<file path="config.mk">
export PLATFORM = sky130hd
export DESIGN_NAME = sme_match_sched_flat
export DESIGN_NICKNAME = d
export VERILOG_FILES = /design/src/rtl/sme_match_sched_pkg.sv /design/src/rtl/sme_match_sched_if.sv /design/src/rtl/sme_match_sched_res_fifo.sv /design/src/rtl/sme_match_sched.sv /design/src/flat_wrapper.sv
export SDC_FILE = /design/constraint.sdc
export NUM_CORES = 1
export LEC_CHECK = 0
export ABC_CLOCK_PERIOD_IN_PS = 4400
export CAP_MARGIN = 10
export CORE_AREA = 2 2 147 149
export DETAILED_ROUTE_END_ITERATION = 6
export DIE_AREA = 0 0 149 151
export GPL_TIMING_DRIVEN = 0
export HOLD_SLACK_MARGIN = 0.12
export PLACE_DENSITY = 0.79
export REMOVE_ABC_BUFFERS = 1
export SYNTH_ARGS = -nofsm -noshare
export SYNTH_HDL_FRONTEND = slang
export SYNTH_HIERARCHICAL = 1
export SYNTH_SLANG_ARGS = --single-unit
</file>
<file path="constraint.sdc">
create_clock -name clk -period 4.4 [get_ports clk]
set_clock_uncertainty 0.1 [all_clocks]
set_input_delay 1.1 -clock clk [delete_from_list [all_inputs] [get_ports clk]]
set_output_delay 1.1 -clock clk [all_outputs]
set_load 0.005 [all_outputs]
</file>
<file path="src/rtl/sme_match_sched_pkg.sv">
// Shared widths, FSM encoding and result-entry layout for the SME job scheduler.
package sme_match_sched_pkg;

  localparam int unsigned PNO_W   = 4;
  localparam int unsigned ADDR_W  = 12;
  localparam int unsigned HIT_W   = 12;
  localparam int unsigned TO_W    = 14;

  typedef enum logic [1:0] {
    IDLE = 2'd0,
    SRST = 2'd1,
    RUN  = 2'd2
  } sched_state_e;

  typedef struct packed {
    logic [PNO_W-1:0]  pattern_no;
    logic [ADDR_W-1:0] addr;
  } res_entry_t;

  localparam int unsigned RES_W = $bits(res_entry_t);

endpackage

</file>
<file path="src/rtl/sme_match_sched_if.sv">
// Job, SME and result-stream signals of the scheduler; slave is the scheduler side.
interface sme_match_sched_if;
  import sme_match_sched_pkg::*;

  logic              job_req;
  logic              job_ci;
  logic              job_ack;
  logic              busy;
  logic              sme_rst;
  logic              sme_ci;
  logic              sme_valid;
  logic [PNO_W-1:0]  sme_pattern_no;
  logic [ADDR_W-1:0] sme_match_addr;
  logic              sme_finish;
  logic              res_valid;
  logic              res_ready;
  logic [PNO_W-1:0]  res_pattern_no;
  logic [ADDR_W-1:0] res_addr;
  logic [HIT_W-1:0]  hit_count;
  logic              done;
  logic              timeout;
  logic              ovf;

  modport master (
    output job_req, job_ci, sme_valid, sme_pattern_no, sme_match_addr, sme_finish, res_ready,
    input  job_ack, busy, sme_rst, sme_ci, res_valid, res_pattern_no, res_addr, hit_count,
           done, timeout, ovf
  );

  modport slave (
    input  job_req, job_ci, sme_valid, sme_pattern_no, sme_match_addr, sme_finish, res_ready,
    output job_ack, busy, sme_rst, sme_ci, res_valid, res_pattern_no, res_addr, hit_count,
           done, timeout, ovf
  );

endinterface

</file>
<file path="src/rtl/sme_match_sched_res_fifo.sv">
// Synchronous first-word-fall-through FIFO; pointers carry one extra wrap bit for full/empty.
module sme_match_sched_res_fifo #(
  parameter int unsigned DEPTH = 16,
  parameter int unsigned WIDTH = 16
) (
  input  logic             clk,
  input  logic             reset,
  input  logic             push,
  input  logic [WIDTH-1:0] din,
  output logic             full,
  input  logic             pop,
  output logic [WIDTH-1:0] dout,
  output logic             empty
);

  localparam int unsigned PTR_W = $clog2(DEPTH);

  logic [PTR_W:0]   wr_q, wr_d;
  logic [PTR_W:0]   rd_q, rd_d;
  logic [WIDTH-1:0] mem_q [DEPTH];
  logic             do_pop, do_push;

  assign empty   = (wr_q == rd_q);
  assign full    = (wr_q[PTR_W] != rd_q[PTR_W]) && (wr_q[PTR_W-1:0] == rd_q[PTR_W-1:0]);
  assign dout    = mem_q[rd_q[PTR_W-1:0]];
  // A pop frees the slot that a same-cycle push into a full FIFO overwrites.
  assign do_pop  = pop && !empty;
  assign do_push = push && (!full || do_pop);
  assign wr_d    = do_push ? wr_q + (PTR_W+1)'(1) : wr_q;
  assign rd_d    = do_pop  ? rd_q + (PTR_W+1)'(1) : rd_q;

  always_ff @(posedge clk or negedge reset) begin
    if (!reset) begin
      wr_q <= '0;
      rd_q <= '0;
    end else begin
      wr_q <= wr_d;
      rd_q <= rd_d;
    end
  end

  always_ff @(posedge clk) begin
    if (do_push) mem_q[wr_q[PTR_W-1:0]] <= din;
  end

endmodule

</file>
<file path="src/rtl/sme_match_sched.sv">
// SME job scheduler: accepts a job, resets the SME, captures hits into a result FIFO.
// Optional SME_DEDUP_EN: drop hits identical to the last accepted hit of the job.
module sme_match_sched
  import sme_match_sched_pkg::*;
#(
  parameter int unsigned RST_CYC    = 2,
  parameter int unsigned FIFO_DEPTH = 16,
  parameter int unsigned TIMEOUT    = 16384
) (
  input logic              clk,
  input logic              reset,
  sme_match_sched_if.slave bus
);

  localparam logic [TO_W-1:0] RST_LAST = TO_W'(RST_CYC - 1);
  localparam logic [TO_W-1:0] TO_LAST  = (TIMEOUT == 0) ? '0 : TO_W'(TIMEOUT - 1);
  localparam bit              TO_EN    = (TIMEOUT != 0);

  sched_state_e     state_q, state_d;
  logic [TO_W-1:0]  cnt_q, cnt_d;
  logic [HIT_W-1:0] hit_cnt_q, hit_cnt_d;
  logic job_ack_q, job_ack_d, busy_q, busy_d, sme_rst_q, sme_rst_d, sme_ci_q, sme_ci_d;
  logic done_q, done_d, timeout_q, timeout_d, ovf_q, ovf_d;

  res_entry_t hit_entry, head;
  logic       push_c, pop_c, fifo_full, fifo_empty, dup_c;

  assign hit_entry = '{pattern_no: bus.sme_pattern_no, addr: bus.sme_match_addr};
  assign pop_c     = !fifo_empty && bus.res_ready;

`ifdef SME_DEDUP_EN
  res_entry_t last_q, last_d;
  logic       last_vld_q, last_vld_d;

  assign dup_c = last_vld_q && (last_q == hit_entry);

  always_ff @(posedge clk or negedge reset) begin
    if (!reset) begin
      last_q     <= '0;
      last_vld_q <= 1'b0;
    end else begin
      last_q     <= last_d;
      last_vld_q <= last_vld_d;
    end
  end

  always_comb begin
    last_d     = last_q;
    last_vld_d = last_vld_q;
    if (state_q == IDLE && bus.job_req && fifo_empty) begin
      last_vld_d = 1'b0;
    end else if (push_c) begin
      last_d     = hit_entry;
      last_vld_d = 1'b1;
    end
  end
`else
  assign dup_c = 1'b0;
`endif

  // Next-state, counters and capture decisions.
  always_comb begin
    state_d   = state_q;
    cnt_d     = cnt_q;
    hit_cnt_d = hit_cnt_q;
    sme_ci_d  = sme_ci_q;
    ovf_d     = ovf_q;
    job_ack_d = 1'b0;
    done_d    = 1'b0;
    timeout_d = 1'b0;
    push_c    = 1'b0;

    case (state_q)
      IDLE: begin
        if (bus.job_req && fifo_empty) begin
          job_ack_d = 1'b1;
          sme_ci_d  = bus.job_ci;
          ovf_d     = 1'b0;
          hit_cnt_d = '0;
          cnt_d     = '0;
          state_d   = SRST;
        end
      end
      SRST: begin
        if (cnt_q == RST_LAST) begin
          cnt_d   = '0;
          state_d = RUN;
        end else begin
          cnt_d = cnt_q + TO_W'(1);
        end
      end
      RUN: begin
        cnt_d = cnt_q + TO_W'(1);
        if (bus.sme_valid && !dup_c) begin
          if (!fifo_full || pop_c) begin
            push_c = 1'b1;
            if (hit_cnt_q != '1) hit_cnt_d = hit_cnt_q + HIT_W'(1);
          end else begin
            ovf_d = 1'b1;
          end
        end
        // Finish has priority over a coincident timeout.
        if (bus.sme_finish) begin
          done_d  = 1'b1;
          state_d = IDLE;
        end else if (TO_EN && cnt_q == TO_LAST) begin
          timeout_d = 1'b1;
          state_d   = IDLE;
        end
      end
      default: state_d = IDLE;
    endcase

    busy_d    = (state_d != IDLE) || done_d || timeout_d;
    sme_rst_d = (state_d != RUN);
  end

  always_ff @(posedge clk or negedge reset) begin
    if (!reset) begin
      state_q   <= IDLE;
      cnt_q     <= '0;
      hit_cnt_q <= '0;
      job_ack_q <= 1'b0;
      busy_q    <= 1'b0;
      sme_rst_q <= 1'b1;
      sme_ci_q  <= 1'b0;
      done_q    <= 1'b0;
      timeout_q <= 1'b0;
      ovf_q     <= 1'b0;
    end else begin
      state_q   <= state_d;
      cnt_q     <= cnt_d;
      hit_cnt_q <= hit_cnt_d;
      job_ack_q <= job_ack_d;
      busy_q    <= busy_d;
      sme_rst_q <= sme_rst_d;
      sme_ci_q  <= sme_ci_d;
      done_q    <= done_d;
      timeout_q <= timeout_d;
      ovf_q     <= ovf_d;
    end
  end

  sme_match_sched_res_fifo #(
    .DEPTH (FIFO_DEPTH),
    .WIDTH (RES_W)
  ) u_fifo (
    .clk   (clk),
    .reset (reset),
    .push  (push_c),
    .din   (hit_entry),
    .full  (fifo_full),
    .pop   (pop_c),
    .dout  (head),
    .empty (fifo_empty)
  );

  assign bus.job_ack        = job_ack_q;
  assign bus.busy           = busy_q;
  assign bus.sme_rst        = sme_rst_q;
  assign bus.sme_ci         = sme_ci_q;
  assign bus.done           = done_q;
  assign bus.timeout        = timeout_q;
  assign bus.ovf            = ovf_q;
  assign bus.hit_count      = hit_cnt_q;
  assign bus.res_valid      = !fifo_empty;
  assign bus.res_pattern_no = head.pattern_no;
  assign bus.res_addr       = head.addr;

endmodule

</file>
<file path="src/flat_wrapper.sv">
// flat-port wrapper written by rule: the top's interface ports become plain ports
module sme_match_sched_flat import sme_match_sched_pkg::*;
#(
  parameter int unsigned RST_CYC    = 2,
  parameter int unsigned FIFO_DEPTH = 16,
  parameter int unsigned TIMEOUT    = 16384
)
  (clk, reset, bus_job_req, bus_job_ci, bus_sme_valid, bus_sme_pattern_no, bus_sme_match_addr, bus_sme_finish, bus_res_ready, bus_job_ack, bus_busy, bus_sme_rst, bus_sme_ci, bus_res_valid, bus_res_pattern_no, bus_res_addr, bus_hit_count, bus_done, bus_timeout, bus_ovf);
  sme_match_sched_if bus_i ();
  input logic clk;
  input logic reset;
  input wire logic [$bits(bus_i.job_req)-1:0] bus_job_req;
  input wire logic [$bits(bus_i.job_ci)-1:0] bus_job_ci;
  input wire logic [$bits(bus_i.sme_valid)-1:0] bus_sme_valid;
  input wire logic [$bits(bus_i.sme_pattern_no)-1:0] bus_sme_pattern_no;
  input wire logic [$bits(bus_i.sme_match_addr)-1:0] bus_sme_match_addr;
  input wire logic [$bits(bus_i.sme_finish)-1:0] bus_sme_finish;
  input wire logic [$bits(bus_i.res_ready)-1:0] bus_res_ready;
  output wire logic [$bits(bus_i.job_ack)-1:0] bus_job_ack;
  output wire logic [$bits(bus_i.busy)-1:0] bus_busy;
  output wire logic [$bits(bus_i.sme_rst)-1:0] bus_sme_rst;
  output wire logic [$bits(bus_i.sme_ci)-1:0] bus_sme_ci;
  output wire logic [$bits(bus_i.res_valid)-1:0] bus_res_valid;
  output wire logic [$bits(bus_i.res_pattern_no)-1:0] bus_res_pattern_no;
  output wire logic [$bits(bus_i.res_addr)-1:0] bus_res_addr;
  output wire logic [$bits(bus_i.hit_count)-1:0] bus_hit_count;
  output wire logic [$bits(bus_i.done)-1:0] bus_done;
  output wire logic [$bits(bus_i.timeout)-1:0] bus_timeout;
  output wire logic [$bits(bus_i.ovf)-1:0] bus_ovf;
  assign bus_i.job_req = bus_job_req;
  assign bus_i.job_ci = bus_job_ci;
  assign bus_i.sme_valid = bus_sme_valid;
  assign bus_i.sme_pattern_no = bus_sme_pattern_no;
  assign bus_i.sme_match_addr = bus_sme_match_addr;
  assign bus_i.sme_finish = bus_sme_finish;
  assign bus_i.res_ready = bus_res_ready;
  assign bus_job_ack = bus_i.job_ack;
  assign bus_busy = bus_i.busy;
  assign bus_sme_rst = bus_i.sme_rst;
  assign bus_sme_ci = bus_i.sme_ci;
  assign bus_res_valid = bus_i.res_valid;
  assign bus_res_pattern_no = bus_i.res_pattern_no;
  assign bus_res_addr = bus_i.res_addr;
  assign bus_hit_count = bus_i.hit_count;
  assign bus_done = bus_i.done;
  assign bus_timeout = bus_i.timeout;
  assign bus_ovf = bus_i.ovf;
  sme_match_sched #(.RST_CYC(RST_CYC), .FIFO_DEPTH(FIFO_DEPTH), .TIMEOUT(TIMEOUT)) u_core (.clk(clk), .reset(reset), .bus(bus_i));
endmodule
</file>
==> implementation parameters <==
Parameter                              Value

Critical path
  Worst reg-to-reg path cell count    9
  Startpoint types    flip-flop
  Type of the worst setup path    flip-flop to output pin
  Arrival time of the worst setup path    3.02 ns
  Critical path capture point type    output pin
  Worst path required time    between 3 and 4 ns
  Crit path max fanout    33

Cells and area
  Ant. Diodes    0
  Final design instance area without fill    between 10,000 and 15,000 um2
  Layout net count    just under 800
  Synthesis-to-finish area growth    14.94%
  Share of post-route cells with drive strength above 1    a little under a fifth
  Area taken by flip-flops and latches    roughly 9000 um2
  Footprint of the multi-input gates    ~3300 um2
  Number of inserted filler cells in the final layout    ~1,300
  Final core occ    about 70%

Yosys
  Library cell with the largest summed area after synthesis    sky130_fd_sc_hd__edfxtp_1
  Count of flip-flops with a built-in enable after synthesis    256
  Async set-reset flop share out of synthesis    ~15%
  Number of different library cells in the post-synthesis netlist    64
  Synthesis-stage register bit count    about 300
  Synthesized instance count    681
  Commonest cells post-synth    sky130_fd_sc_hd__edfxtp_1, sky130_fd_sc_hd__mux4_2, sky130_fd_sc_hd__dfrtp_1
  Number of warnings printed during yosys synthesis    6
  Netlist Area Pre-Place    12,400 um2
  Seq/Total Area, Yosys    between 70% and 80%
  Avg Synthesized Cell Area    18.21 um2
  Largest cells by area after synthesis    sky130_fd_sc_hd__edfxtp_1, sky130_fd_sc_hd__mux4_2, sky130_fd_sc_hd__dfrtp_1
  Area share of the largest cell type after synthesis    approximately three fifths
  Ys flop type    sky130_fd_sc_hd__edfxtp_1
  Most repeated cell in the gate-level netlist after synthesis    sky130_fd_sc_hd__edfxtp_1

Route
  DRC violation total after the first TritonRoute iteration    about 500
  DR WL/cell    about 24 um
  Post-detailed-routing wire length    about 26,000 um
  Length of the first detailed-routing pass in iterations    5
  Total number of vias    approximately 6,700
  Detailed-route vias per instance    approximately 6.4
  Post-detailed-route count of antenna-violating nets    0
  Remaining routing DRC violations    0

Timing
  Maximum clock frequency    236.8 MHz
  Setup repair after global routing missed its margin    no
  Final hold violation count    0
  Final setup violation count    0
  Slew HR    roughly 27%
  Final period demand of the worst path    around 4.2 ns
  Max Transition Viols Final    0
  Fin Hold WS    0.3310 ns
  Slew at the pin closest to its max-slew limit    approximately 1.1 ns
  Final Cycle Share    95.97%

Worst hold path
  Hold/Removal Path Class    input port to async pin

CTS
  Number of buffers inserted during clock tree synthesis    29
  Clock transition at path regs    ~0.060 ns
  CTS root buf    sky130_fd_sc_hd__clkbuf_16
  CTS hold repair buffers    0
  CTS tree    yes
  Number of buffers between clock root and the deepest sink    3
  Maximum level of the CTS H-tree    1
  Sink Count    between 300 and 400
  Insertion delay to the later sink of the worst-skew pair    0.54 ns

Outcome
  Run status    finished clean

Floorplan
  Ports    between 50 and 60
  Die Wd    149 um
  Number of rows created at floorplan    between 50 and 60
  Die area    22,500 um2
  Core Area    around 21,000 um2
  Die span in y    151 um
  Initial cell density of the core    between 50% and 60%

Run
  Maximum capacitance violations    0

Power
  PD cells    roughly 530 nW/um2
  Total Power Consumption    approximately 7.5 mW
  Worst IR Drop VDD    approximately 0.36 mV
  Leak pwr    between 4 and 5 nW

GRT
  Antenna violations before repair    0
  Overflow left after global routing    0
  Vias in the first global route    about 6,800
  Pin count of the biggest net entering global routing    just under 70
  Global Route Usage Sum    between 20% and 30%
  Global-route wire length before repair    slightly below 40,000 um

Placement
  Final weighted congestion in routability-driven placement    roughly 0.82
  Buffers on Ports    58
  Detailed-placement wirelength estimate    14,630 um
  Total placed instance area    ~13,000 um2
-- kinds of logic (layout without fill, tap and decap cells) --
| family | after synthesis | in the layout | share of synthesized area [%] |
|---|---|---|---|
| flip-flops | 301 | 301 | 71.09 |
| multiplexers | 68 | 68 | 12.39 |
| AO/OA/AOI/OAI | 95 | 95 | 5.621 |
| AND/OR/NAND/NOR | 144 | 144 | 6.327 |
| buffers and inverters | 48 | 141 | 2.442 |
| adder cells (fa/ha/maj) | 12 | 12 | 1.211 |
| XOR/XNOR | 13 | 13 | 0.9183 |
-- metrics by stage --
stage	cells	worst slack [ns]	setup TNS [ns]
3_3_place_gp	984	-3.837	-697.26
3_5_place_dp	994	-0.02419	-0.3581
2_1_floorplan	651	-1.266	-203.09
5_1_grt	1049	0.03610	0
4_1_cts	1049	0.01952	0
6_report	1049	0.1772	0
-- area by class of cell --
cell class                      instances  area share [%]
Tap cell                              275           2.414
Clock buffer                           33           5.197
Sequential cell                       301           61.90
Inverter                               18          0.4741
Clock inverter                         21           1.422
Timing Repair Buffer                   69           5.302
Multi-Input combinational cell        332           23.29
-- layout by cell type (no fill, tap or decap), types with 5 or more instances in the layout --
| cell type | n |
|---|---|
| sky130_fd_sc_hd__edfxtp_1 | 256 |
| sky130_fd_sc_hd__nand3_1 | 18 |
| sky130_fd_sc_hd__inv_1 | 18 |
| sky130_fd_sc_hd__nand4_1 | 7 |
| sky130_fd_sc_hd__clkdlybuf4s50_1 | 57 |
| sky130_fd_sc_hd__mux4_1 | 14 |
| sky130_fd_sc_hd__a21oi_1 | 15 |
| sky130_fd_sc_hd__o31ai_1 | 5 |
| sky130_fd_sc_hd__mux4_2 | 50 |
| sky130_fd_sc_hd__o21ai_0 | 16 |
| sky130_fd_sc_hd__and3_2 | 12 |
| sky130_fd_sc_hd__or3_1 | 9 |
| sky130_fd_sc_hd__buf_8 | 6 |
| sky130_fd_sc_hd__a22oi_1 | 32 |
| sky130_fd_sc_hd__clkbuf_16 | 29 |
| sky130_fd_sc_hd__nor2_1 | 12 |
| sky130_fd_sc_hd__clkinv_2 | 8 |
| sky130_fd_sc_hd__xnor2_1 | 12 |
| sky130_fd_sc_hd__nand2_1 | 43 |
| sky130_fd_sc_hd__ha_1 | 12 |
| sky130_fd_sc_hd__clkinv_1 | 7 |
| sky130_fd_sc_hd__dfrtp_1 | 42 |
-- power breakdown --
group | internal (mW) | leakage, nW | total [mW] | switching, mW
Clock | 1.44 | 0.466 | 2.45 | 1.01
Combinational | 1.01 | 1.55 | 1.72 | 0.709
Sequential | 3.12 | 2.84 | 3.34 | 0.218
-- registers in the layout, summed over array words and instances, names as in the netlist --
name,flops
u_core/bus.timeout,1
u_core/state_q,2
u_core/bus.ovf,1
u_core/bus.hit_count,12
u_core/u_fifo/mem_q,256
u_core/bus.job_ack,1
u_core/u_fifo/wr_q,5
u_core/bus.sme_rst,1
u_core/cnt_q,14
u_core/bus.busy,1
u_core/bus.done,1
u_core/bus.sme_ci,1
u_core/u_fifo/rd_q,5
-- path summary, 6_finish.rpt --
| check | startpoint | end | slack (ns) |
|---|---|---|---|
| min in group clk | u_core/u_fifo/rd_q[4]$_DFFE_PN0P_ | u_core/u_fifo/rd_q[4]$_DFFE_PN0P_ | 0.40 |
| min reg2reg | u_core/u_fifo/rd_q[4]$_DFFE_PN0P_ | u_core/u_fifo/rd_q[4]$_DFFE_PN0P_ | 0.40 |
| max in group asynchronous | reset | u_core/bus.sme_rst$_DFF_PN1_ | 3.33 |
| max | u_core/u_fifo/rd_q[0]$_DFFE_PN0P_ | bus_res_addr[10] | 0.18 |
| min | reset | u_core/cnt_q[1]$_DFFE_PN0P_ | 0.33 |
| max reg2reg | u_core/u_fifo/rd_q[1]$_DFFE_PN0P_ | u_core/u_fifo/mem_q[8][7]$_DFFE_PP_ | 0.39 |
-- worst max-delay path: stages, from the launching register on --
cell and delay [ns]:
sky130_fd_sc_hd__dfrtp_4 0.71, sky130_fd_sc_hd__buf_16 0.30, sky130_fd_sc_hd__mux4_1 0.60, sky130_fd_sc_hd__a22oi_1 0.21
sky130_fd_sc_hd__nand2_1 0.17, sky130_fd_sc_hd__clkdlybuf4s50_1 0.47
-- metal layers --
layer	share of wire, %	up-vias	GRT usage (%)
met5	0	-	0
met4	1.8	0	5.857
met3	6.7	36	4.036
met2	51	293	40.00
met1	41	3428	31.65
li1	-	2912	-
-- what timing repair did --
item / in CTS / in global routing
resized for setup: 1 / 11
buffers inserted: 1 / 0
setup endpoints to repair: 19 / 176
cloned: 0 / 0
No activity file was read; power rests on OpenSTA's default activity.
